File: config.mk
export PLATFORM = sky130hd
export DESIGN_NAME = bsg_scatter_gather_sequencer
export DESIGN_NICKNAME = d
export VERILOG_FILES = /design/src/rtl/bsg_scatter_gather_sequencer_pkg.sv /design/src/rtl/bsg_sg_pick_lowest.sv /design/src/rtl/bsg_scatter_gather_sequencer.sv
export SDC_FILE = /design/constraint.sdc
export NUM_CORES = 1
export LEC_CHECK = 0
export ABC_AREA = 1
export ABC_CLOCK_PERIOD_IN_PS = 3770
export BUFFER_PORTS_ARGS = -buffer_cell sky130_fd_sc_hd__buf_2
export CORE_AREA = 2 2 67 69
export DETAILED_ROUTE_END_ITERATION = 7
export DIE_AREA = 0 0 69 71
export PLACE_DENSITY = 0.9
export REMOVE_ABC_BUFFERS = 1
export SLEW_MARGIN = 10
export SYNTH_ARGS = -nofsm -noshare
export SYNTH_HDL_FRONTEND = slang
export SYNTH_HIERARCHICAL = 1
export SYNTH_SLANG_ARGS = --single-unit
File: constraint.sdc
create_clock -name clk_i -period 3.77 [get_ports clk_i]
set_clock_uncertainty 0.15 [all_clocks]
set_input_delay 0 -clock clk_i [delete_from_list [all_inputs] [get_ports clk_i]]
set_output_delay 0 -clock clk_i [all_outputs]
set_load 0.03 [all_outputs]
File: src/rtl/bsg_scatter_gather_sequencer_pkg.sv
// Shared types and helpers for the scatter/gather sequencer.
package bsg_scatter_gather_sequencer_pkg;

  typedef enum logic {IDLE, DRAIN} state_e;

  // Index width for an n-entry lane set (never zero).
  function automatic int lane_w(input int n);
    return (n > 1) ? $clog2(n) : 1;
  endfunction

  function automatic int unsigned popcount(input logic [63:0] v);
    int unsigned c;
    c = 0;
    for (int i = 0; i < 64; i++) c += 32'(v[i]);
    return c;
  endfunction

endpackage

File: src/rtl/bsg_sg_pick_lowest.sv
// Combinational picker: selects the lowest out_els_p set mask bits, one per slot,
// reporting one-hot selects, lane indices, the count and the leftover mask.
module bsg_sg_pick_lowest #(
  parameter int els_p     = 4,
  parameter int out_els_p = 2,
  parameter int lid_w     = 2,
  parameter int cnt_w     = 2
) (
  input  logic [els_p-1:0]                      mask,
  output logic [out_els_p-1:0][els_p-1:0]       sel,
  output logic [out_els_p-1:0][lid_w-1:0]       lane_id,
  output logic [cnt_w-1:0]                      cnt,
  output logic [els_p-1:0]                      rest
);

  logic [lid_w-1:0] pick;
  logic             hit;

  always_comb begin
    rest    = mask;
    sel     = '0;
    lane_id = '0;
    cnt     = '0;
    pick    = '0;
    hit     = 1'b0;
    for (int s = 0; s < out_els_p; s++) begin
      hit  = 1'b0;
      pick = '0;
      // Descending scan so the lowest remaining bit is the one kept.
      for (int k = els_p - 1; k >= 0; k--) begin
        if (rest[k]) begin
          hit  = 1'b1;
          pick = lid_w'(k);
        end
      end
      if (hit) begin
        sel[s][pick] = 1'b1;
        lane_id[s]   = pick;
        rest[pick]   = 1'b0;
        cnt          = cnt + cnt_w'(1);
      end
    end
  end

endmodule

File: src/rtl/bsg_scatter_gather_sequencer.sv
// Compacts a masked lane vector into dense beats of up to out_els_p lanes,
// lowest lane first. Optional perf counters: BSG_SCATTER_GATHER_SEQUENCER_PERF_EN.
module bsg_scatter_gather_sequencer
  import bsg_scatter_gather_sequencer_pkg::*;
#(
  parameter int els_p     = 4,
  parameter int width_p   = 8,
  parameter int out_els_p = 2
) (
  input  logic                                  clk_i,
  input  logic                                  reset_n_i,
  input  logic                                  v_i,
  input  logic [els_p-1:0]                      vec_i,
  input  logic [els_p*width_p-1:0]              data_i,
  output logic                                  ready_o,
  output logic                                  v_o,
  output logic [out_els_p*width_p-1:0]          data_o,
  output logic [out_els_p*$clog2(els_p)-1:0]    lane_id_o,
  output logic [$clog2(out_els_p+1)-1:0]        cnt_o,
  output logic                                  last_o,
  input  logic                                  ready_i
`ifdef BSG_SCATTER_GATHER_SEQUENCER_PERF_EN
  ,
  output logic [31:0]                           beats_o,
  output logic [15:0]                           drops_o
`endif
);

  localparam int lid_w = lane_w(els_p);
  localparam int cnt_w = $clog2(out_els_p + 1);

  state_e                              state, state_n;
  logic [els_p-1:0]                    mask_q, mask_n;
  logic [els_p-1:0][width_p-1:0]       data_q, data_n;

  logic [out_els_p-1:0][els_p-1:0]     sel;
  logic [out_els_p-1:0][lid_w-1:0]     lane_id;
  logic [out_els_p-1:0][width_p-1:0]   slot_d;
  logic [cnt_w-1:0]                    cnt;
  logic [els_p-1:0]                    rest;
  logic                                last, accept, xfer;

  bsg_sg_pick_lowest #(
    .els_p(els_p), .out_els_p(out_els_p), .lid_w(lid_w), .cnt_w(cnt_w)
  ) pick (
    .mask(mask_q), .sel(sel), .lane_id(lane_id), .cnt(cnt), .rest(rest)
  );

  // AND-OR mux: each slot has at most one select bit set.
  always_comb begin
    slot_d = '0;
    for (int s = 0; s < out_els_p; s++)
      for (int k = 0; k < els_p; k++)
        if (sel[s][k]) slot_d[s] = slot_d[s] | data_q[k];
  end

  assign last      = popcount(64'(mask_q)) <= 32'(out_els_p);
  assign v_o       = (state == DRAIN);
  assign last_o    = v_o & last;
  assign data_o    = slot_d;
  assign lane_id_o = lane_id;
  assign cnt_o     = cnt;
  assign xfer      = v_o & ready_i;
  // Accepting during the final beat's transfer gives back-to-back vectors.
  assign ready_o   = (state == IDLE) | (xfer & last);
  assign accept    = v_i & ready_o;

  always_comb begin
    state_n = state;
    mask_n  = mask_q;
    data_n  = data_q;
    if (accept) begin
      state_n = (vec_i != '0) ? DRAIN : IDLE;
      mask_n  = vec_i;
      data_n  = data_i;
    end else if (xfer) begin
      state_n = last ? IDLE : DRAIN;
      mask_n  = rest;
    end
  end

  always_ff @(posedge clk_i or negedge reset_n_i) begin
    if (!reset_n_i) begin
      state  <= IDLE;
      mask_q <= '0;
      data_q <= '0;
    end else begin
      state  <= state_n;
      mask_q <= mask_n;
      data_q <= data_n;
    end
  end

`ifdef BSG_SCATTER_GATHER_SEQUENCER_PERF_EN
  always_ff @(posedge clk_i or negedge reset_n_i) begin
    if (!reset_n_i) begin
      beats_o <= '0;
      drops_o <= '0;
    end else begin
      if (xfer && beats_o != 32'hFFFF_FFFF) beats_o <= beats_o + 32'd1;
      if (accept && vec_i == '0 && drops_o != 16'hFFFF) drops_o <= drops_o + 16'd1;
    end
  end
`else
  // Counters absent in this build.
`endif

endmodule
== After elaboration in Yosys (flattened, before gate mapping) ==
Cells that the tools add are included.
Storage, ports and cells
  bits of input ports: 40
  register bits after elaboration: 37
  logic and storage cells: 77
  output and inout port bits: 25
Operators by class
  reduce and logical (&&, ||, !) cells: 4
  multiplexer cells: 42
  bitwise operators: 16
  $add $sub $neg: 4
  order comparisons: 5
Operators with widths (number)
  $mux W8: 8
  $or A8 B8 Y8: 6
  $mux W4: 6
  $mux W2: 11
  $mux W1: 15
  $and A4 B4 Y4: 2
  $not A4 Y4: 2
  $lt A2 B3 Y1 const B: 2
  $add A3 B1 Y4: 1
  $and A1 B1 Y1: 4
  $demux W1 S2: 2
  $ge A2 B1 Y1 const B: 2
  $le A4 B2 Y1 const B: 1
  $reduce_bool A4 Y1: 1
  $add A2 B1 Y3: 1
  $add A1 B1 Y2: 1
  $add A1 B1 Y2 const B: 1
  $logic_and A1 B1 Y1: 2
  $reduce_bool A2 Y1: 1
  $not A1 Y1: 1
  $or A1 B1 Y1: 1

== Depth between registers and ports, before layout ==
  depth after elaboration: 27
  mapped depth: 13

== Cells and area by module ==
The synthesis kept the hierarchy.
By module, submodules not included
  bsg_scatter_gather_sequencer: cells each 249, times used 1, seq. area each 925.9 µm², area an instance 2023.2 µm²
  bsg_sg_pick_lowest: cells each 32, times used 1, seq. area each 0.0 µm², area an instance 180.2 µm²

== Worst setup path before layout ==
No wires, ideal clock.
  path type: register -> register
  from: reg mask_q[0]
  to: reg mask_q[2]
  path buffers: 1
  required time: 3503 ps
  clock period less this slack: 2472 ps
  stages on the path, launching flop included: 12
  setup time: 117 ps
  setup slack: 1298 ps
  data arrival time: 2205 ps
  path through: dfrtp_1 > fa_1 > ha_1 > ha_1 > nand3_2 > nand2_1 > nand2_2 > nand2_4 > buf_2 > nand3_1 > nand3_1 > nand2_1
On the way
  elaborated cells on any way between the ends: 36
  classes of those cells: add/sub: 3; order compare: 5; mux: 18; bitwise: 7; reduce/logical: 3
RTL lines
  start: declaration: RTL line bsg_scatter_gather_sequencer.sv:33  | logic [els_p-1:0] mask_q, mask_n;
  start signal: assignment: RTL line bsg_scatter_gather_sequencer.sv:89  | mask_q <= mask_n;
  $add A1 B1 Y2 (*): RTL line bsg_scatter_gather_sequencer_pkg.sv:14  | for (int i = 0; i < 64; i++) c += 32'(v[i]);
  $add A2 B1 Y3 (*): RTL line bsg_scatter_gather_sequencer_pkg.sv:14
  $add A3 B1 Y4 (*): RTL line bsg_scatter_gather_sequencer_pkg.sv:14
  $le A4 B2 Y1 (*): RTL line bsg_scatter_gather_sequencer.sv:57  | assign last = popcount(64'(mask_q)) <= 32'(out_els_p);
  $and A1 B1 Y1 (*): RTL line bsg_scatter_gather_sequencer.sv:65  | assign ready_o = (state == IDLE) | (xfer & last);
  $or A1 B1 Y1 (*): RTL line bsg_scatter_gather_sequencer.sv:65
  via ready_o: RTL line bsg_scatter_gather_sequencer.sv:15  | output logic ready_o,
  $and A1 B1 Y1 (*): RTL line bsg_scatter_gather_sequencer.sv:66  | assign accept = v_i & ready_o;
  $mux W4 or $reduce_bool A2 Y1 (tied branches)
Mark *: on every way through the listed nets, which the timed path passes. The rest lies on a longest branch. The select of a mux whose other input is x is not followed.
A chain may end at the register's enable or synchronous reset.

== Worst setup path in the final report ==
  from: reg mask_q[0]
  to: reg state (netlist: v_o)
On the way
  longest elaborated chain between the ends: 8
  elaborated cells on any way between the ends: 11
  classes of those cells: add/sub: 3; order compare: 1; mux: 3; bitwise: 3; reduce/logical: 1
Ends and longest elaborated chain
  $add A1 B1 Y2 (*): RTL line bsg_scatter_gather_sequencer_pkg.sv:14
  $add A2 B1 Y3 (*): RTL line bsg_scatter_gather_sequencer_pkg.sv:14
  $add A3 B1 Y4 (*): RTL line bsg_scatter_gather_sequencer_pkg.sv:14
  $le A4 B2 Y1 (*): RTL line bsg_scatter_gather_sequencer.sv:57
  $and A1 B1 Y1: RTL line bsg_scatter_gather_sequencer.sv:65
  $or A1 B1 Y1: RTL line bsg_scatter_gather_sequencer.sv:65
  $and A1 B1 Y1: RTL line bsg_scatter_gather_sequencer.sv:66
  $mux W1 or $reduce_bool A2 Y1 (tied branches)
  end signal: assignment: RTL line bsg_scatter_gather_sequencer.sv:88  | state <= state_n;
  end: declaration: RTL line bsg_scatter_gather_sequencer.sv:32  | state_e state, state_n;
Mark *: on every way between the ends. The rest lies on a longest branch, timed or not. The select of a mux whose other input is x is not followed.

==> flow_summary.json <==
{
  "status": "finished clean",
  "rsz0062_at_grt": "false",
  "yosysWarnings": 6,
  "required_ns": 3.80,
  "regArea_sq_um": 926,
  "synth-seq-area-share_pct": 42.0,
  "drv_cap": 0,
  "switchingPower_mw": 1.56,
  "numCtsBuffers": 5,
  "ys.flop_type": "dfrtp_1",
  "ys_async_sr_fraction_pct": 100,
  "port_buffers": 64,
  "drc": 0,
  "timing.hold.worst_path_depth": 4,
  "areaGrowthSynthToFinish_pct": 39.2,
  "multiInputGateArea_sq_um": 978,
  "io_pins": 65,
  "final-setup-viol-count": 0,
  "combinationalPowerShare_pct": 63.3,
  "fin_ws_ns": 0.404,
  "crit_type": "flip-flop to flip-flop",
  "postSynthCellCount": 281,
  "fp-row-count": 24,
  "syn_area_per_cell_sq_um": 7.84,
  "nFillCells": 317,
  "cp-end-kind": "flip-flop",
  "synthTopCellsByArea": "dfrtp_1, a21oi_1, inv_1, nand2_1, nor2_1",
  "cts_buffer_depth": 2,
  "ys_ff_latch": 37,
  "n_antenna_cell": 0,
  "pwr-share-clk_pct": 12.1,
  "die_h_um": 71,
  "via_per_inst": 5.28,
  "grt_start_max_net_pins": 62,
  "tns_ns": 0,
  "leakagePower_nw": 1.58,
  "initial_core_util_pct": 52.4,
  "relSlewSlack_pct": 46.4,
  "fin_crit_ns": 3.37,
  "ant_nets": 0,
  "final_nets": 432,
  "dp_hpwl_um": 3660,
  "sw_frac_of_total_pct": 52.9,
  "synth_top_cell_by_area": "dfrtp_1",
  "slew_violations": 0,
  "grt_pass1_wl_um": 9970,
  "dieArea_sq_um": 4900,
  "avgRoutedWirePerCell_um": 13.5,
  "crit_path_max_fanout": 61,
  "clk_latency_ns": 0.29,
  "cts_setup_buffers": 0,
  "finish.utilization_pct": 72.9,
  "synthesis.area_sq_um": 2200,
  "p_int_mw": 1.38,
  "synth_top_area_share_pct": 42.0,
  "synth.distinct_cells": 28,
  "fmax_ghz": 0.297,
  "cts_tree": "built",
  "grt_pass1_vias": 2261,
  "grt_usage_pct": 25.2,
  "drive_above_1_share_pct": 25.5,
  "tightest_slew_ns": 0.803,
  "hold_viol_final": 0,
  "drt_iter0_drc": 373,
  "rr_worst_depth": 11,
  "start_kind": "flip-flop",
  "num_vias": 2322,
  "cts_resized": 0,
  "first_pass_iters": 5,
  "grt_overflow": 0,
  "gp_congestion": 0.821,
  "cp.arrival_ns": 3.39,
  "synth_edf_count": 0,
  "h-tree-depth": 2,
  "irDropWorstVdd_mv": 0.530,
  "power.density_nw_per_um2": 959,
  "cts.sinks": 37,
  "sequentialPowerShare_pct": 24.6,
  "hp-class": "primary input to flip-flop",
  "core_sq_um": 4200,
  "drt-total-wl_um": 5940,
  "preCtsSetupSlack_ns": 0.903,
  "antenna_found_initial": 0,
  "finalCritPeriodShare_pct": 89.3,
  "cts_root_buffer": "clkbuf_8",
  "die_w_um": 69,
  "clkTransAtPathRegs_ns": 0.07
}
-- repair_timing --
| item | 4_1_cts | 5_1_grt |
|---|---|---|
| hold buffers | 47 | 0 |
| setup endpoints to repair | 0 | 0 |
| hold endpoints to repair | 74 | 0 |
-- cells in the final DEF (no fill, tap or decap), drive strengths merged, types with 16 or more instances in the layout --
cell type / instances
a21oi: 44
buf: 64
dfrtp: 37
dlygate4sd3: 47
inv: 50
nand2: 39
nand3: 19
nor2: 35
o21ai: 18
o22ai: 16
-- cell type report --
| type | instances | share of cell area [%] |
|---|---|---|
| multi-input combinational | 182 | 31.9 |
| clock inverter | 1 | 0.979 |
| timing repair buffer | 111 | 25.8 |
| sequential | 37 | 30.2 |
| clock buffer | 7 | 2.82 |
| inverter | 50 | 6.20 |
| tap | 52 | 2.12 |
-- cell usage after synthesis (5+ instances only) --
master and count:
nand2_2 6, nand2_1 30, o22ai_1 16, nor2_1 28
buf_6 5, nand3_1 17, nor2_2 6, o21ai_0 16
inv_1 47, a21oi_1 39, dfrtp_1 37, a21oi_2 5
-- stage by stage --
stage / instance area [sq um] / hold WS [ns] / power (mW) / cells
2_1_floorplan: 2090 / -0.446 / 2.02 / 269
3_3_place_gp: 2480 / -0.0212 / 2.42 / 385
3_5_place_dp: 2480 / -0.0145 / 2.47 / 385
4_1_cts: 3070 / 0.0298 / 2.90 / 440
5_1_grt: 3070 / 0.0526 / 3.15 / 440
6_report: 3070 / 0.0330 / 2.94 / 440
-- routing by layer --
metal	GRT usage [%]	up-vias	wire length (um)
met1	31.4	1055	2310
li1	-	1111	-
met4	9.59	0	134
met3	5.13	20	520
met2	43.3	136	2970
met5	0	-	0
-- path summary, 6_finish.rpt --
check                      slack [ns]    endpoint      start
setup / recovery                 0.40         v_o  mask_q[0]
hold / removal                   0.03   mask_q[1]        v_i
setup reg to reg                 0.40         v_o  mask_q[0]
hold reg to reg                  0.38   data_q[1]  data_q[1]
max in group asynchronous        2.78  data_q[17]  reset_n_i
min in group asynchronous        0.18   data_q[8]  reset_n_i
-- logic make-up after synthesis --
| family | synth area share [%] |
|---|---|
| compound gates | 19.8 |
| flops | 42.0 |
| fa+ha+maj | 3.18 |
| simple gates | 20.9 |
| other cells | 0.170 |
| buf+inv | 13.9 |
-- state kept, by name (all words and copies together), names as in the netlist --
| register | count |
|---|---|
| mask_q | 4 |
| v_o | 1 |
| data_q | 32 |
-- power groups by stage --
stage	Sequential, mW	Combinational (mW)	Clock [mW]
6_report	0.724	1.86	0.355
3_5_place_dp	0.721	1.75	0
2_1_floorplan	0.698	1.32	0
4_1_cts	0.715	1.82	0.359
5_1_grt	0.746	2.03	0.374
3_3_place_gp	0.714	1.70	0
-- worst max-delay path, stage by stage, from the launching register on --
cell           delay [ns]
dfrtp_1              0.48
fa_1                 0.52
ha_1                 0.21
ha_1                 0.29
nand3_2              0.09
nand2_1              0.08
nand2_2              0.06
nand2_4              0.13
nand2_4              0.36
o21ai_2              0.25
nand2_1              0.08
dlygate4sd3_1        0.55
No activity file was read; power rests on OpenSTA's default activity.
